===== config.mk =====
export PLATFORM = sky130hd
export DESIGN_NAME = fsm_moore_packer
export DESIGN_NICKNAME = d
export VERILOG_FILES = /design/src/rtl/fsm_moore_packer.sv
export SDC_FILE = /design/constraint.sdc
export NUM_CORES = 1
export LEC_CHECK = 0
export BUFFER_PORTS_ARGS = -buffer_cell sky130_fd_sc_hd__buf_2
export CORE_ASPECT_RATIO = 0.9
export CORE_UTILIZATION = 52
export DETAILED_ROUTE_END_ITERATION = 12
export MAX_ROUTING_LAYER = met4
export PLACE_DENSITY = 0.76
export REMOVE_ABC_BUFFERS = 1
export SETUP_SLACK_MARGIN = 0.05
export SKIP_CTS_REPAIR_TIMING = 1
export SLEW_MARGIN = 5
export SYNTH_ARGS = -nofsm -noshare
export SYNTH_HDL_FRONTEND = slang
export SYNTH_SLANG_ARGS = --single-unit

===== constraint.sdc =====
create_clock -name clk -period 2.3 [get_ports clk]
set_clock_uncertainty 0.2 [all_clocks]
set_input_delay 0.69 -clock clk [delete_from_list [all_inputs] [get_ports clk]]
set_output_delay 0.69 -clock clk [all_outputs]
set_load 0.02 [all_outputs]

===== src/rtl/fsm_moore_packer.sv =====
// Packs sealed products into boxes of BOX_SIZE with a small pending queue and a Moore FSM.
// Optional PACKER_BOX_COUNTER_EN adds a wrapping count of completed (removed) boxes.
module fsm_moore_packer #(
  parameter int unsigned BOX_SIZE     = 4,
  parameter int unsigned PLACE_CYCLES = 3,
  parameter int unsigned QUEUE_DEPTH  = 3
) (
  input  logic       clk,
  input  logic       rst,
  input  logic       sellando,
  input  logic       box_present,
  input  logic       box_removed,
  output logic       empacando,
  output logic       box_full,
  output logic       overflow,
  output logic [1:0] pending,
  output logic [2:0] box_count,
  output logic [2:0] state_indicator
`ifdef PACKER_BOX_COUNTER_EN
  ,
  output logic [7:0] boxes_done
`endif
);

  // Encodings double as the state_indicator values.
  typedef enum logic [2:0] {
    StIdle    = 3'b000,
    StWaitBox = 3'b001,
    StPlace   = 3'b010,
    StFull    = 3'b011,
    StFault   = 3'b100
  } state_e;

  localparam logic [1:0] QueueMax  = 2'(QUEUE_DEPTH);
  localparam logic [2:0] BoxLast   = 3'(BOX_SIZE - 1);
  localparam logic [3:0] TimerLoad = 4'(PLACE_CYCLES - 1);

  state_e     state_q, state_d;
  logic [3:0] timer_q, timer_d;
  logic [2:0] box_count_q, box_count_d;
  logic [1:0] pending_q, pending_d;
  logic       overflow_q, overflow_d;
  logic       sellando_q;
  logic       seal_evt;
  logic       take;

  assign seal_evt = sellando_q & ~sellando;

  always_comb begin
    state_d     = state_q;
    timer_d     = timer_q;
    box_count_d = box_count_q;
    take        = 1'b0;
    unique case (state_q)
      StIdle: begin
        if (pending_q != 2'd0) begin
          if (box_present) begin
            state_d = StPlace;
            take    = 1'b1;
          end else begin
            state_d = StWaitBox;
          end
        end
      end
      StWaitBox: begin
        if (box_present) begin
          state_d = StPlace;
          take    = 1'b1;
        end
      end
      StPlace: begin
        // Losing the box drops the product in hand and empties the count.
        if (!box_present) begin
          state_d     = StFault;
          box_count_d = 3'd0;
        end else if (timer_q == 4'd0) begin
          box_count_d = box_count_q + 3'd1;
          state_d     = (box_count_q == BoxLast) ? StFull : StIdle;
        end else begin
          timer_d = timer_q - 4'd1;
        end
      end
      StFull: begin
        if (box_removed) begin
          state_d     = StIdle;
          box_count_d = 3'd0;
        end
      end
      StFault: begin
        if (box_present) state_d = StIdle;
      end
      default: state_d = StIdle;
    endcase
    if (take) timer_d = TimerLoad;
  end

  always_comb begin
    pending_d  = pending_q;
    overflow_d = overflow_q;
    if (seal_evt && !take) begin
      if (pending_q == QueueMax) overflow_d = 1'b1;
      else                       pending_d  = pending_q + 2'd1;
    end else if (!seal_evt && take) begin
      pending_d = pending_q - 2'd1;
    end
  end

  always_ff @(posedge clk or posedge rst) begin
    if (rst) begin
      state_q     <= StIdle;
      timer_q     <= 4'd0;
      box_count_q <= 3'd0;
      pending_q   <= 2'd0;
      overflow_q  <= 1'b0;
      sellando_q  <= 1'b0;
    end else begin
      state_q     <= state_d;
      timer_q     <= timer_d;
      box_count_q <= box_count_d;
      pending_q   <= pending_d;
      overflow_q  <= overflow_d;
      sellando_q  <= sellando;
    end
  end

  assign empacando       = (state_q == StPlace);
  assign box_full        = (state_q == StFull);
  assign overflow        = overflow_q;
  assign pending         = pending_q;
  assign box_count       = box_count_q;
  assign state_indicator = state_q;

`ifdef PACKER_BOX_COUNTER_EN
  logic       box_done;
  logic [7:0] boxes_done_q;

  assign box_done = (state_q == StFull) && box_removed;

  always_ff @(posedge clk or posedge rst) begin
    if (rst)           boxes_done_q <= 8'd0;
    else if (box_done) boxes_done_q <= boxes_done_q + 8'd1;
  end

  assign boxes_done = boxes_done_q;
`endif

endmodule


Yosys cells after proc, flatten, opt, wreduce, memory -nomap -nowiden
Cells that the tools add are included.
{"block": "op_classes", "add_sub_neg": 4, "multipliers": 0, "div": 0, "n_lt_le_gt_ge": 0, "eq_ne": 13, "n_shift": 0, "n_mux": 22, "n_bitwise": 2, "reduce_logical": 16}
{"operator": "two-way mux 3 bit", "n": 8}
{"operator": "two-way mux 4 bit", "n": 4}
{"operator": "one-hot mux 3 bit (5 select lines)", "n": 1}
{"operator": "!= test 2 bit (second input constant)", "n": 6}
{"operator": "two-way mux 2 bit", "n": 5}
{"operator": "nonzero test 2 bit", "n": 5}
{"operator": "== test 3 x 2 -> 1 bit (second input constant)", "n": 3}
{"operator": "one-hot mux 3 bit (2 select lines)", "n": 1}
{"operator": "AND reduction 3 bit", "n": 2}
{"operator": "AND reduction 5 bit", "n": 1}
{"operator": "zero test 4 bit", "n": 1}
{"operator": "AND reduction 2 bit", "n": 2}
{"operator": "subtractor 4 x 1 -> 4 bit (second input constant)", "n": 1}
{"operator": "adder 3 x 1 -> 3 bit (second input constant)", "n": 1}
{"operator": "== test 3 x 1 -> 1 bit (second input constant)", "n": 1}
{"operator": "== test 3 bit (second input constant)", "n": 1}
{"operator": "zero test 3 bit", "n": 1}
{"operator": "!= test 3 x 2 -> 1 bit (second input constant)", "n": 1}
{"operator": "adder 2 x 1 -> 2 bit (second input constant)", "n": 1}
{"operator": "== test 2 bit (second input constant)", "n": 1}
{"operator": "logical AND 1 bit", "n": 2}
{"operator": "zero test 1 bit", "n": 2}
{"operator": "two-way mux 1 bit", "n": 2}
{"operator": "one-hot mux 1 bit (2 select lines)", "n": 1}
{"operator": "3 further kinds", "n": 3}
{"block": "word_totals", "ff_bits": 14, "latch_bits": 0, "mem_bits_rw": 0, "romBits": 0, "inputBits": 5, "out_inout_bits": 11, "elab_cells": 63, "memories": 0}

Longest topological paths before layout
Gate-level depths: netlist (run 1).
{"block": "depth", "depth_word": 7, "depth_mapped": 5, "mapped_depth_nobuf": 5}

Worst setup path after synthesis (run 1)
No wires, ideal clock.
{"block": "synth_timing", "path_kind": "register to output", "start": "register state_q[1] (netlist: state_indicator[1])", "end": "output port box_full", "t_arrival_ps": 1081, "slack_ps": 329, "path_stages_with_launch": 4, "path_cell_list": "dfrtp_1 > buf_2 > nand2b_1 > nor2_1"}
{"block": "synth_via", "elab_chain_len": 1}
{"item": "start, declared", "line": "38", "source": "state_e state_q, state_d;"}
{"item": "start signal, assigned", "line": "110", "source": "state_q <= StIdle;"}
{"item": "start signal, assigned", "line": "117", "source": "state_q <= state_d;"}
{"item": "== test 3 x 2 -> 1 bit", "line": "127", "source": "assign box_full = (state_q == StFull);"}
{"item": "end, declared", "line": "14", "source": "output logic box_full,"}
No other way between the ends.

Final worst setup path (run 1)
{"block": "layout_timing", "start": "register state_q[2] (netlist: state_indicator[2])", "end": "output port empacando"}
{"block": "layout_via", "elab_chain_len": 1}
{"item": "== test 3 x 2 -> 1 bit", "line": "126", "source": "assign empacando = (state_q == StPlace);"}
{"item": "end, declared", "line": "13", "source": "output logic empacando,"}
No other way between the ends.

==> metrics.md, run 1 <==
| Metric | Value |
|---|---|
| Outcome | finished clean |
| RePlAce Congestion | 0.7499 |
| Startpoint types | register |
| CTS clock-pin slew for the worst setup and hold paths | around 90 ps |
| Fin. Hold Viols | 0 |
| NetSw | around 0.52 mW |
| Arrival @ worst endpoint | roughly 1300 ps |
| Initial antenna violation count | 0 |
| Distinct cell type count after synthesis | 36 |
| Root buffer cell | clkbuf_4 |
| Post-synth top area share | 0.4281 |
| Synth area leaders | dfrtp_1 43%, ha_1 4.6%, a21oi_1 3.7% |
| Tmin final | between 2000 and 2500 ps |
| Detailed Route WL | 1.487 mm |
| Clock Path Buffers | 2 |
| Initial Utilization | 0.5590 |
| Sink Count | 14 |
| Max Cap Viol | 0 |
| Post-route cell area | about 940 um2 |
| Placed cell areas | 900.9 um2 |
| Routed Antenna Nets | 0 |
| Leak | 0.4149 nW |
| Final #Nets | 110 |
| Crit Path Max Fanout | 9 |
| Seq pwr share | 0.362 |
| Worst-Margin Slew | ~540 ps |
| Port-buffer cells | 15 |
| Setup_tns | 0 ps |
| Antenna Cells | 0 |
| WL met1 | about 820 um |
| Relative slew slack | 0.6393 |
| # rows | 13 |
| FF-to-FF Start | timer_q[0]$_DFFE_PP0P_ |
| Required @ worst endpoint | approximately 1400 ps |
| YS warnings | 0 |
| Syn Inst Count | between 80 and 90 |
| CTS buffer count | 3 |
| Htree depth | 1 |
| First-pass GRT wire length | between 2 and 2.5 mm |
| Max Freq | between 400 and 500 MHz |
| Share of cells above drive strength 1 | 0.2673 |
| Sw Ratio | 0.4351 |
| Chip Height | 39.64 um |
| DR vias/cell | roughly 5.8 |
| Later-pin clock latency in the skew report | 270 ps |
| HP Class | primary input to asynchronous set/reset pin |
| Area delta synth->final | 14.53% |
| Core footprint | between 1000 and 1500 um2 |
| Top Metal Used | met4 |
| Number of setup violations in the final report | 0 |
| Worst VDD drop | a little under 0.8 mV |
| Met3 routed WL | ~55 um |
| CTS tree | done |
| Register area share after synthesis | 0.4281 |
| Internal power | between 0.6 and 0.7 mW |
| Syn avg cell area | a little under 10 um2 |
| Post-synthesis cell area | 818.3 um2 |
| DRT iter0 DRCs | 15 |
| Kind of critical path | register to primary output |
| Seq cells post-synth | 14 |
| Vias after detailed routing | 667 |
| Metal2 WL | roughly 600 um |
| Critical path's slowest cell | dfrtp_1 |
| PwrDens | approximately 1300 nW/um2 |
| # fillers | about 120 |
| Number of I/O pins | 16 |
| Worst setup EP type | primary output |
| Crit-path cells | nand2b_1, nor2_1, buf_2 |
| HPWL after DPL | ~1.1 mm |
| Worst hold slack | between 200 and 250 ps |
| GRT overflow | 0 |
| Worst reg-to-reg path cell count | 5 |
| Vias in the first global route | ~510 |
| Final Cycle Share | 0.9342 |
| RR Endpoint | box_count[0]$_DFFE_PP0P_ |
| Logic pwr share | 0.490 |
| Area leader, netlist | dfrtp_1 |
| GRT Total Usage | 0.1848 |
| Fin. max-slew vios | 0 |
| Finished Core Util | 0.6402 |
| Drt pass-1 iters | 4 |
| R2R Setup Slk | between 300 and 400 ps |
| Clock power share | 0.148 |
| Slowest cell delay on critical path | around 470 ps |
| DRC | 0 |
| Largest net degree at the start of global routing | 15 |
| Die span in x | about 44 um |
| WL/cell | 12.82 um |
| Die ar. | 1737 um2 |
| RSZ-0062 raised after global routing | no |
-- critical path, delay by kind of cell (launching register included) --
| family | cells | cell delay (ps) |
|---|---|---|
| DFF | 1 | 470 |
| and+or+nand+nor | 2 | 340 |
| buffers and inverters | 1 | 160 |
-- synthesized netlist by cell type, drive strengths merged --
library cell and instances:
dfrtp 14, inv 7, a21oi 6, nor2 6
nand3 4, nor3 4, o21ai 4, buf 3
ha 3, nand2 2, nand2b 2, nand4 2
nand4b 2, nor2b 2, o31ai 2, or3 2
or3b 2, a211oi 1, a311oi 1, a31o 1
a31oi 1, and2b 1, and4bb 1, clkbuf 1
mux2i 1, nand4bb 1, nor3b 1, o22ai 1
o311a 1, o31a 1, o32ai 1, or2 1
or4 1, xnor2 1
-- power by group through the flow --
stage	registers (mW)	logic, mW	clock network [mW]
2_1_floorplan	0.504	0.338	0
3_3_place_gp	0.434	0.580	0
3_5_place_dp	0.436	0.580	0
4_1_cts	0.430	0.586	0.180
5_1_grt	0.451	0.639	0.187
6_report	0.432	0.584	0.176
-- how the worst max path moves through the flow --
stage / depth (start not counted) / slack (ps) / to / startpoint
CTS: 3 / 150 / empacando / state_indicator[2]$_DFFE_PP0P_
detailed placement: 4 / 350 / timer_q[3]$_DFFE_PP0P_ / box_present
floorplan: 2 / 330 / box_full / state_indicator[1]$_DFFE_PP0P_
finish: 3 / 150 / empacando / state_indicator[2]$_DFFE_PP0P_
global route: 3 / 70 / empacando / state_indicator[2]$_DFFE_PP0P_
global placement: 4 / 370 / timer_q[3]$_DFFE_PP0P_ / box_present
-- state kept, by name (all words and copies together) (netlist names) --
register and cells:
timer_q 4, sellando_q 1, state_indicator 3, overflow 1
pending 2, box_count 3
-- metrics by stage --
step	setup WS [ps]	std cells	total power, mW
floorplan	331.6	80	0.8417
global placement	370.7	112	1.014
detailed placement	349.6	112	1.017
CTS	150.5	116	1.196
global route	69.47	116	1.276
finish	151.4	116	1.193
-- kinds of logic (layout without fill, tap and decap cells) --
logic type,Yosys count,after routing,share of synthesized area
compound gates,20,20,0.1652
xor+xnor,1,1,0.01071
fa+ha+maj,3,3,0.04588
buf+inv,11,28,0.06422
flops,14,14,0.4281
mux,1,1,0.01223
simple gates,34,34,0.2737
-- layout make-up --
type	count	area, um2	share of cell area
Clock buffer	4	36.28	0.03872
Sequential cell	14	350.3	0.3738
Multi-Input combinational cell	59	415.4	0.4433
Timing Repair Buffer	17	90.09	0.09613
Tap cell	15	18.77	0.02003
Inverter	7	26.28	0.02804
-- per-layer routing --
metal,vias to the layer above,GRT usage
li1,343,-
met1,305,0.2714
met5,-,-
met3,2,0.02765
met2,17,0.2537
met4,0,0.07031
-- placed cells by master, fill, tap and decap left out, types with 3 or more instances in the layout --
master	instances
buf_2	15
dfrtp_1	14
inv_1	7
nor2_1	6
a21oi_1	6
nor3_1	4
o21ai_0	4
nand3_1	4
ha_1	3
clkbuf_4	3
Note: power is estimated with default switching activity, not from simulation.
==> run 2, diff against run 1 <==
--- a/config.mk
+++ b/config.mk
@@ -5,12 +5,13 @@
 export SDC_FILE = /design/constraint.sdc
 export NUM_CORES = 1
 export LEC_CHECK = 0
+export ABC_AREA = 0
 export BUFFER_PORTS_ARGS = -buffer_cell sky130_fd_sc_hd__buf_2
 export CORE_ASPECT_RATIO = 0.9
 export CORE_UTILIZATION = 52
 export DETAILED_ROUTE_END_ITERATION = 12
 export MAX_ROUTING_LAYER = met4
-export PLACE_DENSITY = 0.76
+export PLACE_DENSITY = 0.85
 export REMOVE_ABC_BUFFERS = 1
 export SETUP_SLACK_MARGIN = 0.05
 export SKIP_CTS_REPAIR_TIMING = 1
==> run 2 against run 1 <==
  * Register-to-register slack barely moved
  * Core utilization fell by 0.26 points
  * First-iteration DRC count is 47% lower
  * Final area shrank 0.40%
  * Global-route usage is 5.6 points higher
  * Die area is the same
==> metrics.md, run 2 (synthesis results as in run 1) <==
| Metric | Value |
|---|---|
| Outcome | finished clean |
| Area delta synth->final | 14.07% |
| Buf/Inv on CP | 1 |
| GRT Total Usage | 0.2406 |
| Critical path's slowest cell | dfrtp_1 |
| Met3 Use GR | 0.07373 |
| PwrDens | about 1300 nW/um2 |
| # rows | 13 |
| RSZ-0062 raised after global routing | no |
| Routed Antenna Nets | 0 |
| Chip Height | 39.64 um |
| First-pass GRT wire length | 2.732 mm |
| WL/cell | between 15 and 20 um |
| Initial Utilization | 0.5590 |
| Arrival @ worst endpoint | around 1300 ps |
| Root buffer cell | clkbuf_4 |
| Share of cells above drive strength 1 | 0.2800 |
| Sink Count | 14 |
| Crit Path Max Fanout | 9 |
| Die span in x | approximately 44 um |
| DRT iter0 DRCs | 8 |
| Number of I/O pins | 16 |
| Largest net degree at the start of global routing | 15 |
| Number of setup violations in the final report | 0 |
| Worst setup EP type | primary output |
| Tmin final | about 2200 ps |
| Delay-heaviest family, CP | flip-flops |
| GRT overflow | 0 |
| CTS buffer count | 3 |
| HP Class | primary input to asynchronous set/reset pin |
| Commonest non-fill, non-tap cell in the layout | buf_2 |
| Setup_tns | 0 ps |
| Required @ worst endpoint | 1410 ps |
| Antenna Cells | 0 |
| GRT busiest layer | met2 |
| Most flops, register | timer_q |
| Fin. Hold Viols | 0 |
| Crit-path cells | nand2b_2, nor2_1, buf_2 |
| Htree depth | 1 |
| Max Cap Viol | 0 |
| Worst-Margin Slew | roughly 540 ps |
| Post-route cell area | around 930 um2 |
| Clock Path Buffers | 2 |
| GR Layer Usage met2 | 0.3619 |
| Drt pass-1 iters | 4 |
| Vias after detailed routing | about 700 |
| Worst hold slack | roughly 230 ps |
| Max Freq | ~460 MHz |
| CTS clock-pin slew for the worst setup and hold paths | 80 ps |
| Startpoint types | register |
| Die ar. | 1737 um2 |
| Relative slew slack | 0.6396 |
| Kind of critical path | register to primary output |
| RePlAce Congestion | roughly 0.71 |
| Slowest cell delay on critical path | 480 ps |
| Finished Core Util | 0.6376 |
| Core footprint | 1464 um2 |
| Dpl ws | ~320 ps |
| M1 GR Usage | 0.2882 |
| PnR worst setup slack | about 140 ps |
| DR vias/cell | 6.096 |
| HPWL after DPL | ~1.2 mm |
| Number of flip-flops in the largest register | 4 |
| Later-pin clock latency in the skew report | around 290 ps |
| Most frequent cells in the layout | 15 x buf_2, 13 x dfrtp_1, 7 x inv_1 |
| Port-buffer cells | 15 |
| Worst VDD drop | 0.7094 mV |
| Detailed Route WL | between 1.5 and 2 mm |
| Final #Nets | around 110 |
| Vias in the first global route | 587 |
| DRC | 0 |
| Final Cycle Share | 0.9393 |
| CTS tree | done |
| Fin. max-slew vios | 0 |
| Placed cell areas | 893.4 um2 |
| Initial antenna violation count | 0 |
| Leak | 0.4089 nW |
-- run 2: cell count changes in the layout (fill, tap and decap cells not counted) --
cell      previous run  this run
buf_4                2         1
dfrtp_1             14        13
dfrtp_2              0         1
nand2b_1             2         1
nand2b_2             0         1
-- run 2: worst reg2reg max path, delay by kind of cell, from the launching register on --
| kind | cells | cell delay, ps |
|---|---|---|
| buf+inv | 1 | 80 |
| simple gates | 1 | 510 |
| compound gates | 2 | 450 |
| fa+ha+maj | 1 | 190 |
| flops | 1 | 400 |
-- run 2: area by class of cell --
cell class	count	area [um2]
well taps	15	18.77
fillers	122	530.5
multi-input cells	59	417.9
flip-flops and latches	14	351.6
clock buffers	4	36.28
inverters	7	26.28
repair buffers	16	82.58
-- run 2: path summary, 6_finish.rpt --
kind | from | end | slack (ps) | depth (start not counted)
hold / removal | rst | timer_q[3]$_DFFE_PP0P_ | 230 | 2
setup reg to reg | timer_q[0]$_DFFE_PP0P_ | box_count[1]$_DFFE_PP0P_ | 350 | 5
hold reg to reg | overflow$_DFFE_PP0P_ | overflow$_DFFE_PP0P_ | 270 | 1
max in group asynchronous | rst | state_indicator[1]$_DFFE_PP0P_ | 1280 | 2
min in group clk | overflow$_DFFE_PP0P_ | overflow$_DFFE_PP0P_ | 270 | 1
setup / recovery | state_indicator[2]$_DFFE_PP0P_ | box_full | 140 | 3
-- run 2: per-layer routing --
metal,routed length (um),up-vias
li1,-,340
met1,826,337
met2,853,19
met3,75,5
met4,31,0
met5,0,-
-- run 2: report_power, final --
part	leakage (nW)	total (mW)	switching [mW]	internal [mW]
sequential	0.172	0.473	0.147	0.326
clock	0.0210	0.180	0.0832	0.0965
combinational	0.216	0.564	0.318	0.246
-- run 2: through the flow --
stage | cells | total power [mW]
floorplan | 80 | 0.8417
global placement | 111 | 0.9895
detailed placement | 111 | 1.018
CTS | 115 | 1.201
global route | 115 | 1.301
finish | 115 | 1.217
==> run 3, diff against run 2 <==
--- a/config.mk
+++ b/config.mk
@@ -7,11 +7,14 @@
 export LEC_CHECK = 0
 export ABC_AREA = 0
 export BUFFER_PORTS_ARGS = -buffer_cell sky130_fd_sc_hd__buf_2
+export CELL_PAD_IN_SITES_DETAIL_PLACEMENT = 1
+export CELL_PAD_IN_SITES_GLOBAL_PLACEMENT = 2
 export CORE_ASPECT_RATIO = 0.9
-export CORE_UTILIZATION = 52
+export CORE_UTILIZATION = 35
+export CTS_CLUSTER_DIAMETER = 60
 export DETAILED_ROUTE_END_ITERATION = 12
 export MAX_ROUTING_LAYER = met4
-export PLACE_DENSITY = 0.85
+export PLACE_DENSITY = 0.9
 export REMOVE_ABC_BUFFERS = 1
 export SETUP_SLACK_MARGIN = 0.05
 export SKIP_CTS_REPAIR_TIMING = 1
==> constraint.sdc (replaced) <==
create_clock -name clk -period 2.5 [get_ports clk]
set_clock_uncertainty 0.2 [all_clocks]
set_input_delay 0.75 -clock clk [delete_from_list [all_inputs] [get_ports clk]]
set_output_delay 0.75 -clock clk [all_outputs]
set_load 0.02 [all_outputs]
==> run 3 against run 2 <==
  * Global-route usage fell by 6.8 points
  * Via count fell by 2.4%
  * Sequential share of layout area fell by 0.87 points
  * Combinational power fell by 1%
  * Sequential power fell by 14%
  * Die area rose by 46%
  * Non-clock buffer count rose by 1
  * Core utilization fell by 20 points
  * Power fell by 6.9%
  * Critical endpoint is now empacando
  * Largest power group unchanged
==> metrics.md, run 3 (synthesis results as in run 1) <==
| Metric | Value |
|---|---|
| Die span in x | 52.97 um |
| Arrival @ worst endpoint | 1320 ps |
| Leak | 0.4149 nW |
| Internal power | around 0.62 mW |
| Relative slew slack | 0.6287 |
| Sink Count | 14 |
| Antenna Cells | 0 |
| GRT overflow | 0 |
| Initial Utilization | 0.3750 |
| Clock Path Buffers | 2 |
| Number of flip-flops in the largest register | 4 |
| RSZ-0062 raised after global routing | no |
| Worst setup EP type | primary output |
| Most frequent cells in the layout | 15 x buf_2, 14 x dfrtp_1, 7 x inv_1 |
| Logic pwr share | 0.492 |
| Later-pin clock latency in the skew report | a little under 300 ps |
| Max Cap Viol | 0 |
| Area of the multi-input gates | about 420 um2 |
| Chip Height | ~48 um |
| Share of cells above drive strength 1 | 0.2673 |
| Fin. Hold Viols | 0 |
| Detailed Route WL | 1.938 mm |
| Routed Antenna Nets | 0 |
| Number of setup violations in the final report | 0 |
| First-pass GRT wire length | slightly below 3 mm |
| Drt pass-1 iters | 4 |
| Port-buffer cells | 15 |
| Crit Path Max Fanout | 9 |
| Vias after detailed routing | a little under 700 |
| Setup_tns | 0 ps |
| Clock power share | 0.150 |
| Largest net degree at the start of global routing | 15 |
| DR vias/cell | 5.344 |
| CTS tree | done |
| NetSw | just over 0.5 mW |
| WL/cell | roughly 15 um |
| WL met1 | roughly 930 um |
| Met3 routed WL | a little over 60 um |
| CTS buffer count | 3 |
| # fillers | around 260 |
| Max Freq | 441.3 MHz |
| Worst-Margin Slew | roughly 560 ps |
| Tmin final | approximately 2300 ps |
| Fin. max-slew vios | 0 |
| Core footprint | between 2000 and 2500 um2 |
| Sequential cell area | about 350 um2 |
| Most flops, register | timer_q |
| PwrDens | roughly 1200 nW/um2 |
| DRT iter0 DRCs | 7 |
| Die ar. | between 2000 and 3000 um2 |
| RePlAce Congestion | approximately 0.85 |
| Outcome | finished clean |
| Top Metal Used | met4 |
| DRC | 0 |
| Final Cycle Share | 0.9064 |
| HP Class | register to register |
| Area delta synth->final | 16.36% |
| Metal2 WL | approximately 900 um |
| Final #Nets | 110 |
| R2R Setup Slk | approximately 520 ps |
| Seq pwr share | 0.358 |
| Required @ worst endpoint | about 1600 ps |
| CTS clock-pin slew for the worst setup and hold paths | about 90 ps |
| GRT Total Usage | 0.1725 |
| Finished Core Util | 0.4364 |
| Root buffer cell | clkbuf_4 |
| # rows | 16 |
| Kind of critical path | register to primary output |
| Initial antenna violation count | 0 |
| Htree depth | 1 |
| Sw Ratio | 0.4518 |
| HPWL after DPL | about 1.4 mm |
| Startpoint types | register |
| Number of I/O pins | 16 |
| Vias in the first global route | between 600 and 700 |
| Commonest non-fill, non-tap cell in the layout | buf_2 |
| Worst VDD drop | roughly 0.51 mV |
## run 3: power by group through the flow
stage          logic, mW  registers [mW]  clock network, mW
2_1_floorplan      0.311           0.464                  0
3_3_place_gp       0.538           0.400                  0
3_5_place_dp       0.555           0.408                  0
4_1_cts            0.560           0.403              0.173
5_1_grt            0.606           0.421              0.180
6_report           0.557           0.406              0.170
## run 3: final cells by class
type / count / share of cell area
Tap cell: 27 / 0.03548
Sequential cell: 14 / 0.3679
Multi-Input combinational cell: 59 / 0.4363
Timing Repair Buffer: 17 / 0.09461
Inverter: 7 / 0.02760
Clock buffer: 4 / 0.03811
## run 3: stage by stage
stage	total power, mW	area (um2)	cells	hold WS (ps)	setup WS, ps
2_1_floorplan	0.7744	792.0	80	325.0	471.6
3_5_place_dp	0.9634	915.9	124	257.7	463.5
3_3_place_gp	0.9380	915.9	124	250.4	493.4
4_1_cts	1.136	952.2	128	278.9	223.9
6_report	1.133	952.2	128	272.2	234.0
5_1_grt	1.207	952.2	128	314.8	167.2
## run 3: worst paths after layout
kind / start / end / depth (start not counted)
min in group asynchronous: rst / pending[0]$_DFFE_PP0P_ / 2
worst max register to register: timer_q[1]$_DFFE_PP0P_ / box_count[0]$_DFFE_PP0P_ / 5
worst max-delay path: state_indicator[2]$_DFFE_PP0P_ / empacando / 3
max in group asynchronous: rst / box_count[1]$_DFFE_PP0P_ / 2
worst min register to register: overflow$_DFFE_PP0P_ / overflow$_DFFE_PP0P_ / 1
worst min-delay path: overflow$_DFFE_PP0P_ / overflow$_DFFE_PP0P_ / 1
## run 3: metal layers
| layer | vias up | global-route usage |
|---|---|---|
| li1 | 341 | - |
| met1 | 322 | 0.2186 |
| met4 | 0 | 0.07895 |
| met2 | 16 | 0.2709 |
| met3 | 5 | 0.02857 |
| met5 | - | - |
## run 3: worst max-delay path, stage by stage, from the launching register on
cell,delay (ps)
dfrtp_1,480
nand2b_1,260
nor2_1,110
buf_2,170
